### config.mk
export PLATFORM = sky130hd
export DESIGN_NAME = pll_lock_sequencer
export DESIGN_NICKNAME = d
export VERILOG_FILES = /design/src/rtl/pll_lock_sequencer.sv
export SDC_FILE = /design/constraint.sdc
export NUM_CORES = 1
export LEC_CHECK = 0
export CORE_MARGIN = 1.5
export CORE_UTILIZATION = 40
export CTS_CLUSTER_SIZE = 25
export DETAILED_ROUTE_END_ITERATION = 8
export DONT_BUFFER_PORTS = 1
export PLACE_DENSITY = 0.58
export SKIP_CTS_REPAIR_TIMING = 1
export SYNTH_ARGS = -nofsm -noshare
export SYNTH_HDL_FRONTEND = slang
export SYNTH_SLANG_ARGS = --single-unit
### constraint.sdc
create_clock -name clock -period 2.05 [get_ports clock]
set_input_delay 0.615 -clock clock [delete_from_list [all_inputs] [get_ports clock]]
set_output_delay 0.615 -clock clock [all_outputs]
set_load 0.05 [all_outputs]
### src/rtl/pll_lock_sequencer.sv
// -----------------------------------------------------------------------------
// pll_lock_sequencer
//
// Reset and lock controller for the board PLL. Runs on the free-running board
// input clock (the same clock that feeds the PLL clkin). It pulses the PLL
// reset for a minimum width and then waits for LOCKED. An optional timeout
// triggers a retry. Lock must then hold for a stability window before the
// downstream reset is released. Lock loss or a power-down request makes the
// controller re-sequence from the start.
//
// Optional feature macro: PLL_LOCK_SEQ_TIMEOUT_EN
//   defined   : WAIT_LOCK times out after LOCK_TIMEOUT cycles, returns to
//               RESET and bumps retry_count (saturating at 255).
//   undefined : WAIT_LOCK waits indefinitely; retry_count is constant 0.
//
// Parameters (each cycle count must be >= 1 and < 2**CNT_WIDTH):
//   RST_CYCLES    cycles pll_reset is held per reset pulse
//   LOCK_TIMEOUT  cycles spent in WAIT_LOCK before a retry
//   STABLE_CYCLES cycles locked must stay high before release
//   CNT_WIDTH     width of the shared phase counter
//
// Ports:
//   clock        in   board input clock
//   reset_n      in   synchronous active-low reset
//   pll_locked   in   PLL LOCKED (asynchronous, 2-flop synchronized here)
//   pwrdwn_req   in   synchronous power-down request (level)
//   pll_reset    out  PLL reset input (high in RESET and PWRDN)
//   pll_pwrdwn   out  PLL power-down input (high in PWRDN)
//   sys_reset    out  active-high downstream reset (low only in RUN)
//   ready        out  inverse of sys_reset
//   state        out  current state (RESET=0 WAIT_LOCK=1 STABLE=2 RUN=3 PWRDN=4)
//   retry_count  out  number of lock timeouts, saturating at 255
//   lock_lost    out  sticky flag: lock dropped while in RUN
// -----------------------------------------------------------------------------
module pll_lock_sequencer #(
    parameter int RST_CYCLES    = 4,
    parameter int LOCK_TIMEOUT  = 16384,
    parameter int STABLE_CYCLES = 256,
    parameter int CNT_WIDTH     = 16
) (
    input  logic       clock,
    input  logic       reset_n,
    input  logic       pll_locked,
    input  logic       pwrdwn_req,
    output logic       pll_reset,
    output logic       pll_pwrdwn,
    output logic       sys_reset,
    output logic       ready,
    output logic [2:0] state,
    output logic [7:0] retry_count,
    output logic       lock_lost
);

    typedef enum logic [2:0] {
        ST_RESET     = 3'd0,
        ST_WAIT_LOCK = 3'd1,
        ST_STABLE    = 3'd2,
        ST_RUN       = 3'd3,
        ST_PWRDN     = 3'd4
    } state_t;

    // Terminal counts: the counter starts at 0 on state entry, so a dwell of
    // N cycles ends when the counter reads N-1.
    localparam logic [CNT_WIDTH-1:0] RST_LAST     = CNT_WIDTH'(RST_CYCLES - 1);
    localparam logic [CNT_WIDTH-1:0] TIMEOUT_LAST = CNT_WIDTH'(LOCK_TIMEOUT - 1);
    localparam logic [CNT_WIDTH-1:0] STABLE_LAST  = CNT_WIDTH'(STABLE_CYCLES - 1);
    localparam logic [CNT_WIDTH-1:0] CNT_ONE      = CNT_WIDTH'(1);

    // -------------------------------------------------------------------------
    // Input conditioning
    // -------------------------------------------------------------------------
    // LOCKED comes from the PLL with no relationship to this clock.
    logic [1:0] sync_d, sync_q;
    logic       locked_s;

    assign sync_d   = {sync_q[0], pll_locked};
    assign locked_s = sync_q[1];

    // The power-down request is captured once before the FSM acts on it, so a
    // request seen at one edge moves the state at the following edge.
    logic pwrdwn_d, pwrdwn_q;

    assign pwrdwn_d = pwrdwn_req;

    // -------------------------------------------------------------------------
    // State, phase counter and status registers
    // -------------------------------------------------------------------------
    state_t               state_d, state_q;
    logic [CNT_WIDTH-1:0] cnt_d, cnt_q;
    logic                 lock_lost_d, lock_lost_q;

    // Output flops, loaded from the next-state decode so they change on the
    // same edge as the state register and never glitch.
    logic pll_reset_d, pll_reset_q;
    logic pll_pwrdwn_d, pll_pwrdwn_q;
    logic sys_reset_d, sys_reset_q;

`ifdef PLL_LOCK_SEQ_TIMEOUT_EN
    logic [7:0] retry_d, retry_q;
    logic       timeout_hit;

    // Power-down outranks the timeout, so a timeout that coincides with a
    // power-down request is not counted as a retry.
    assign timeout_hit = (state_q == ST_WAIT_LOCK) && !pwrdwn_q && !locked_s &&
                         (cnt_q == TIMEOUT_LAST);
`endif

    // -------------------------------------------------------------------------
    // Next-state logic
    // -------------------------------------------------------------------------
    always_comb begin
        state_d = state_q;
        if (pwrdwn_q) begin
            state_d = ST_PWRDN;
        end else begin
            case (state_q)
                ST_RESET: begin
                    if (cnt_q == RST_LAST) begin
                        state_d = ST_WAIT_LOCK;
                    end
                end
                ST_WAIT_LOCK: begin
                    if (locked_s) begin
                        state_d = ST_STABLE;
                    end
`ifdef PLL_LOCK_SEQ_TIMEOUT_EN
                    else if (timeout_hit) begin
                        state_d = ST_RESET;
                    end
`endif
                end
                ST_STABLE: begin
                    // Any dropout restarts qualification from WAIT_LOCK with a
                    // fresh timeout; it is not counted as a retry.
                    if (!locked_s) begin
                        state_d = ST_WAIT_LOCK;
                    end else if (cnt_q == STABLE_LAST) begin
                        state_d = ST_RUN;
                    end
                end
                ST_RUN: begin
                    if (!locked_s) begin
                        state_d = ST_RESET;
                    end
                end
                ST_PWRDN: begin
                    // Only reached with the request deasserted; always replay
                    // the full sequence.
                    state_d = ST_RESET;
                end
                default: begin
                    state_d = ST_RESET;
                end
            endcase
        end
    end

    // -------------------------------------------------------------------------
    // Phase counter: zero on every state change, counts only in the timed
    // states.
    // -------------------------------------------------------------------------
    always_comb begin
        cnt_d = '0;
        if (state_d == state_q) begin
            case (state_q)
                ST_RESET, ST_STABLE: begin
                    cnt_d = cnt_q + CNT_ONE;
                end
                ST_WAIT_LOCK: begin
`ifdef PLL_LOCK_SEQ_TIMEOUT_EN
                    cnt_d = cnt_q + CNT_ONE;
`else
                    // No timeout: park the counter instead of letting it wrap.
                    cnt_d = (cnt_q == TIMEOUT_LAST) ? cnt_q : cnt_q + CNT_ONE;
`endif
                end
                default: begin
                    cnt_d = '0;
                end
            endcase
        end
    end

    // -------------------------------------------------------------------------
    // Status and output decode
    // -------------------------------------------------------------------------
    always_comb begin
        // Set whenever RUN sees lock low, even if power-down wins that cycle.
        lock_lost_d  = lock_lost_q | ((state_q == ST_RUN) && !locked_s);

        pll_reset_d  = (state_d == ST_RESET) || (state_d == ST_PWRDN);
        pll_pwrdwn_d = (state_d == ST_PWRDN);
        sys_reset_d  = (state_d != ST_RUN);
    end

`ifdef PLL_LOCK_SEQ_TIMEOUT_EN
    always_comb begin
        retry_d = retry_q;
        if (timeout_hit && (retry_q != 8'hFF)) begin
            retry_d = retry_q + 8'd1;
        end
    end
`endif

    // -------------------------------------------------------------------------
    // Registers
    // -------------------------------------------------------------------------
    always_ff @(posedge clock) begin
        if (!reset_n) begin
            sync_q       <= '0;
            pwrdwn_q     <= 1'b0;
            state_q      <= ST_RESET;
            cnt_q        <= '0;
            lock_lost_q  <= 1'b0;
            pll_reset_q  <= 1'b1;
            pll_pwrdwn_q <= 1'b0;
            sys_reset_q  <= 1'b1;
        end else begin
            sync_q       <= sync_d;
            pwrdwn_q     <= pwrdwn_d;
            state_q      <= state_d;
            cnt_q        <= cnt_d;
            lock_lost_q  <= lock_lost_d;
            pll_reset_q  <= pll_reset_d;
            pll_pwrdwn_q <= pll_pwrdwn_d;
            sys_reset_q  <= sys_reset_d;
        end
    end

`ifdef PLL_LOCK_SEQ_TIMEOUT_EN
    always_ff @(posedge clock) begin
        if (!reset_n) begin
            retry_q <= 8'd0;
        end else begin
            retry_q <= retry_d;
        end
    end

    assign retry_count = retry_q;
`else
    assign retry_count = 8'd0;
`endif

    // -------------------------------------------------------------------------
    // Outputs
    // -------------------------------------------------------------------------
    assign state      = state_q;
    assign pll_reset  = pll_reset_q;
    assign pll_pwrdwn = pll_pwrdwn_q;
    assign sys_reset  = sys_reset_q;
    assign ready      = ~sys_reset_q;
    assign lock_lost  = lock_lost_q;

endmodule

-- After elaboration in Yosys (flattened, before gate mapping)
Cells that the tools add are included.
- add/subtract/negate cells: 1
- multipliers: 0
- div/mod/pow operators: 0
- magnitude comparators: 0
- equality and inequality tests: 10
- shift-type cells: 0
- mux-type cells: 9
- bitwise logic cells: 2
- reductions and logical operators: 7
- operators by type and width (cell ; number):
    $pmux W16 S2 ; 1
    $mux W3 ; 6
    $add A16 B1 Y16 const B ; 1
    $eq A16 B14 Y1 const B ; 1
    $eq A16 B2 Y1 const B ; 1
    $eq A16 B8 Y1 const B ; 1
    $mux W16 ; 1
    $pmux W3 S4 ; 1
    $eq A3 B2 Y1 const B ; 2
    $logic_not A3 Y1 ; 2
    $eq A3 B1 Y1 const B ; 1
    $eq A3 B3 Y1 ; 1
    $eq A3 B3 Y1 const B ; 1
    $ne A3 B2 Y1 const B ; 1
    $ne A2 B2 Y1 const B ; 1
    $reduce_and A2 Y1 ; 1
    $reduce_or A2 Y1 ; 1
    $logic_and A1 B1 Y1 ; 1
    $logic_not A1 Y1 ; 1
    $logic_or A1 B1 Y1 ; 1
    $not A1 Y1 ; 1
    $or A1 B1 Y1 ; 1
- register bits: 26
- latch bits: 0
- RAM bits: 0
- bits in read-only memories: 0
- bits of input ports: 4
- output and inout port bits: 16
- logic and storage cells: 37
- memories: 0

-- Logic depth before layout (Yosys ltp)
- depth after elaboration: 7
- depth in mapped cells: 6
- gate-level depth less buffers: 6

-- Least setup slack after synthesis
OpenSTA, ideal clock, no wires.
- kind: reg-to-reg
- start: reg state_q[1] (netlist: state[1])
- end: reg cnt_q[9]
- library setup time: 0.081 ns
- arrival: 1.707 ns
- required time: 1.969 ns
- setup slack: 0.262 ns
- stages on the path, launching flop included: 6
- path buffers: 1
- clock period less this slack: 1.788 ns
- path through: dfxtp_1 > buf_6 > nor2_1 > nand3_1 > or4b_4 > a211oi_2
- cells in the longest elaborated chain, start to end: 6
- elaborated cells on any way between the ends: 16
- those cells by class: 5 x eq/ne; 8 x mux; 3 x reduce/logical
- ends and longest elaborated chain (item ; line ; source):
    start: declaration ; 88 ; state_t state_d, state_q;
    start signal: assignment ; 221 ; state_q <= state_d;
    $mux W3 ; 137 ; end else if (cnt_q == STABLE_LAST) begin
    $mux W3 ; 135 ; if (!locked_s) begin
    $pmux W3 S4 ; 116 ; case (state_q)
    $mux W3 ; 113 ; if (pwrdwn_q) begin
    $eq A3 B3 Y1 ; 164 ; if (state_d == state_q) begin
    $reduce_and A2 Y1 (no line) ; -- ;
    end signal: assignment ; 222 ; cnt_q <= cnt_d;
    end: declaration ; 89 ; logic [CNT_WIDTH-1:0] cnt_d, cnt_q;
Parallel ways exist; a longest one is shown, timed or not.
A chain may end at the register's enable or synchronous reset.

-- Final worst setup path
- start: reg state_q[0] (netlist: state[0])
- end: out state[0]
- RTL lines (item ; line ; source):
    end: declaration ; 49 ; output logic [2:0] state,
No word-level cell between the ends.

==> results.md <==
- DIE HEIGHT: 61.3 um
- Maximum VDD drop: 0.000318 V
- Mean post-synth cell area: 8.88 um^2
- Clk_skew: 0.00717 ns
- Layout Nets: 164
- Pwr Density: 666 nW/um^2
- Maximum clock path buffer count: 2
- Seq cells post-synth: 26
- Critical Path Sink Type: output pin
- Pins Over Slew Limit: 0
- Outcome: complete, no violations
- # DRC: 0
- First-pass GRT wire length: 4420 um
- Fin. Hold Viols: 0
- Maximum clock rate: 0.561 GHz
- Sequential fraction of the synthesis area: 38.3%
- Mapped Cells: 153
- Post-synth EDFFs: 0
- DR iter-0 viols: 23
- Worst-margin pin slew: 0.514 ns
- Total negative setup slack: 0 ns
- Final Cell Area: 1450 um^2
- Input/output buffers: 0
- Crit-path leading delay family: flip-flops
- Post-layout min period: 1.78 ns
- Cell variety after synth: 48
- CP Class: reg -> out
- CTS tree: built
- Worst hold path class: in -> reg
- Placer Congestion: 0.768
- Vias: 1054
- Rel. slew slack: 65.7%
- Root cell of the clock tree: clkbuf_4
- CP required: 1.43 ns
- Antenna cells: 0
- Top cell type's share of synthesized area: 38.3%
- Dominant cell type by area after synthesis: dfxtp_1
- Initial core utilization: 43.4%
- Share of layout cells above drive strength 1: 14.6%
- Largest net degree at the start of global routing: 16
- CTS H-tree depth: 1
- CP Buf/Inv Count: 1
- Die ar.: 3760 um^2
- GRT Residual Overflow: 0
- Final worst-path cycle share: 86.9%
- Max_cap viols: 0
- Post-DP Area: 1400 um^2
- # fillers: 313
- Cell Area, Synth: 1360 um^2
- Std-Cell Rows: 20
- Number of nets with antenna violations after routing: 0
- Die width: 61.3 um
- CTS Sinks: 26
- Core ar.: 3130 um^2
- DRT Pass-1 Iters: 6
- Most used flip-flop cell after synthesis: dfxtp_1
- Count leader, synth: dfxtp_1
- Final setup fails: 0
- Vias per std cell: 5.22
- Critical path launch point type: flop
- Latest clock arrival within the worst-skew pair: 0.32 ns
- Dpl hpwl: 1970 um
- # IOs: 20
- RSZ-0062 raised after global routing: no
- Ys async rst share: 0%
- Layout area overhead: 7.00%
- Reg clk slew, reported paths: 0.15 ns
- WL final: 2570 um
- Crit path DAT: 1.17 ns
- Dominant cells by area after synthesis: dfxtp_1 (38%), nor2_1 (5.5%), xor2_1 (4.5%), buf_4 (4.4%), nand3_1 (2.9%)
- Vias in the first global route: 991
- CP max stage delay: 0.56 ns
- DR WL/cell: 12.7 um
- Tot GR Track Use: 15.8%
- Post-synth top cells: dfxtp_1 (26), nor2_1 (20), buf_4 (8), nand3_1 (8)
- Synth warnings: 0
- Worst path cell trace: buf_4
- Lkg Pwr: 0.000537 uW
- CP max FO: 11
- Critical path's slowest cell: dfxtp_1
- Initial antenna violation count: 0
- CTS Buf Count: 3
## report_power, final
part           leakage [uW]  switching [uW]  internal (uW)
registers          0.000211            14.5            515
logic              0.000298            63.0           23.0
clock network     0.0000279             155            198
total              0.000537             232            736
## final cells by class
| class | count | area (um^2) | share of cell area (%) |
|---|---|---|---|
| multi-input cells | 117 | 762 | 52.4 |
| flip-flops and latches | 26 | 520 | 35.8 |
| well taps | 44 | 55.1 | 3.79 |
| repair buffers | 6 | 45.0 | 3.10 |
| clock inverters | 1 | 30.0 | 2.07 |
| clock buffers | 3 | 22.5 | 1.55 |
| inverters | 5 | 18.8 | 1.29 |
## flip-flops by register name, summed over array words and instances (netlist names)
register / flops
cnt_q: 16
state: 3
sync_q: 2
lock_lost: 1
pll_pwrdwn: 1
pll_reset: 1
pwrdwn_q: 1
sys_reset: 1
## cells in the final DEF, fill, tap and decap left out, types with 3 or more instances in the layout
cell type / Yosys / final
a31oi_1: 3 / 3
o21ai_0: 5 / 5
and3_1: 4 / 4
nand3_1: 8 / 8
dfxtp_1: 26 / 26
nand2_1: 7 / 7
a21oi_1: 3 / 3
conb_1: 1 / 8
nand2b_1: 3 / 3
buf_4: 8 / 6
xor2_1: 7 / 7
xnor2_1: 4 / 4
inv_1: 5 / 5
nor2_1: 20 / 20
and2_1: 5 / 5
clkbuf_4: 0 / 3
## layer usage
| metal | vias up | global-route usage (%) | share of wire (%) |
|---|---|---|---|
| li1 | 534 | - | - |
| met5 | - | 0 | 0 |
| met4 | 0 | 8.39 | 1.6 |
| met1 | 497 | 21.0 | 49 |
| met3 | 6 | 3.15 | 3.5 |
| met2 | 17 | 24.2 | 46 |
## cell families (layout without fill, tap and decap cells)
logic type	count (synthesis)	in the layout	share of synthesized area [%]
xor gates and xnor gates	11	11	7.09
adders and majority gates	1	1	0.921
muxes	1	1	0.737
DFF	26	26	38.3
AOI/OAI and AO/OA	23	23	12.2
and+or+nand+nor	73	73	32.9
other	1	8	0.276
buffers and inverters	17	15	7.55
## worst paths after layout
kind / from / slack (ns) / cells after the start / end
setup / recovery: state[0] / 0.27 / 1 / state[0]
hold / removal: reset_n / 0.36 / 1 / pll_reset
setup reg to reg: state[2] / 0.32 / 4 / cnt_q[9]
hold reg to reg: sync_q[0] / 0.45 / 1 / sync_q[1]
## stage by stage
| stage | setup WS [ns] | hold slack, ns | cells | utilization (%) | total power, uW |
|---|---|---|---|---|---|
| floorplan | 0.262 | 0.412 | 160 | - | 627 |
| global placement | 0.364 | 0.417 | 198 | 44.8 | 626 |
| detailed placement | 0.351 | 0.421 | 198 | 44.8 | 627 |
| CTS | 0.261 | 0.349 | 202 | 46.5 | 983 |
| global route | 0.185 | 0.336 | 202 | 46.5 | 1010 |
| finish | 0.269 | 0.357 | 202 | 46.5 | 968 |
No activity file was read; power rests on OpenSTA's default activity.
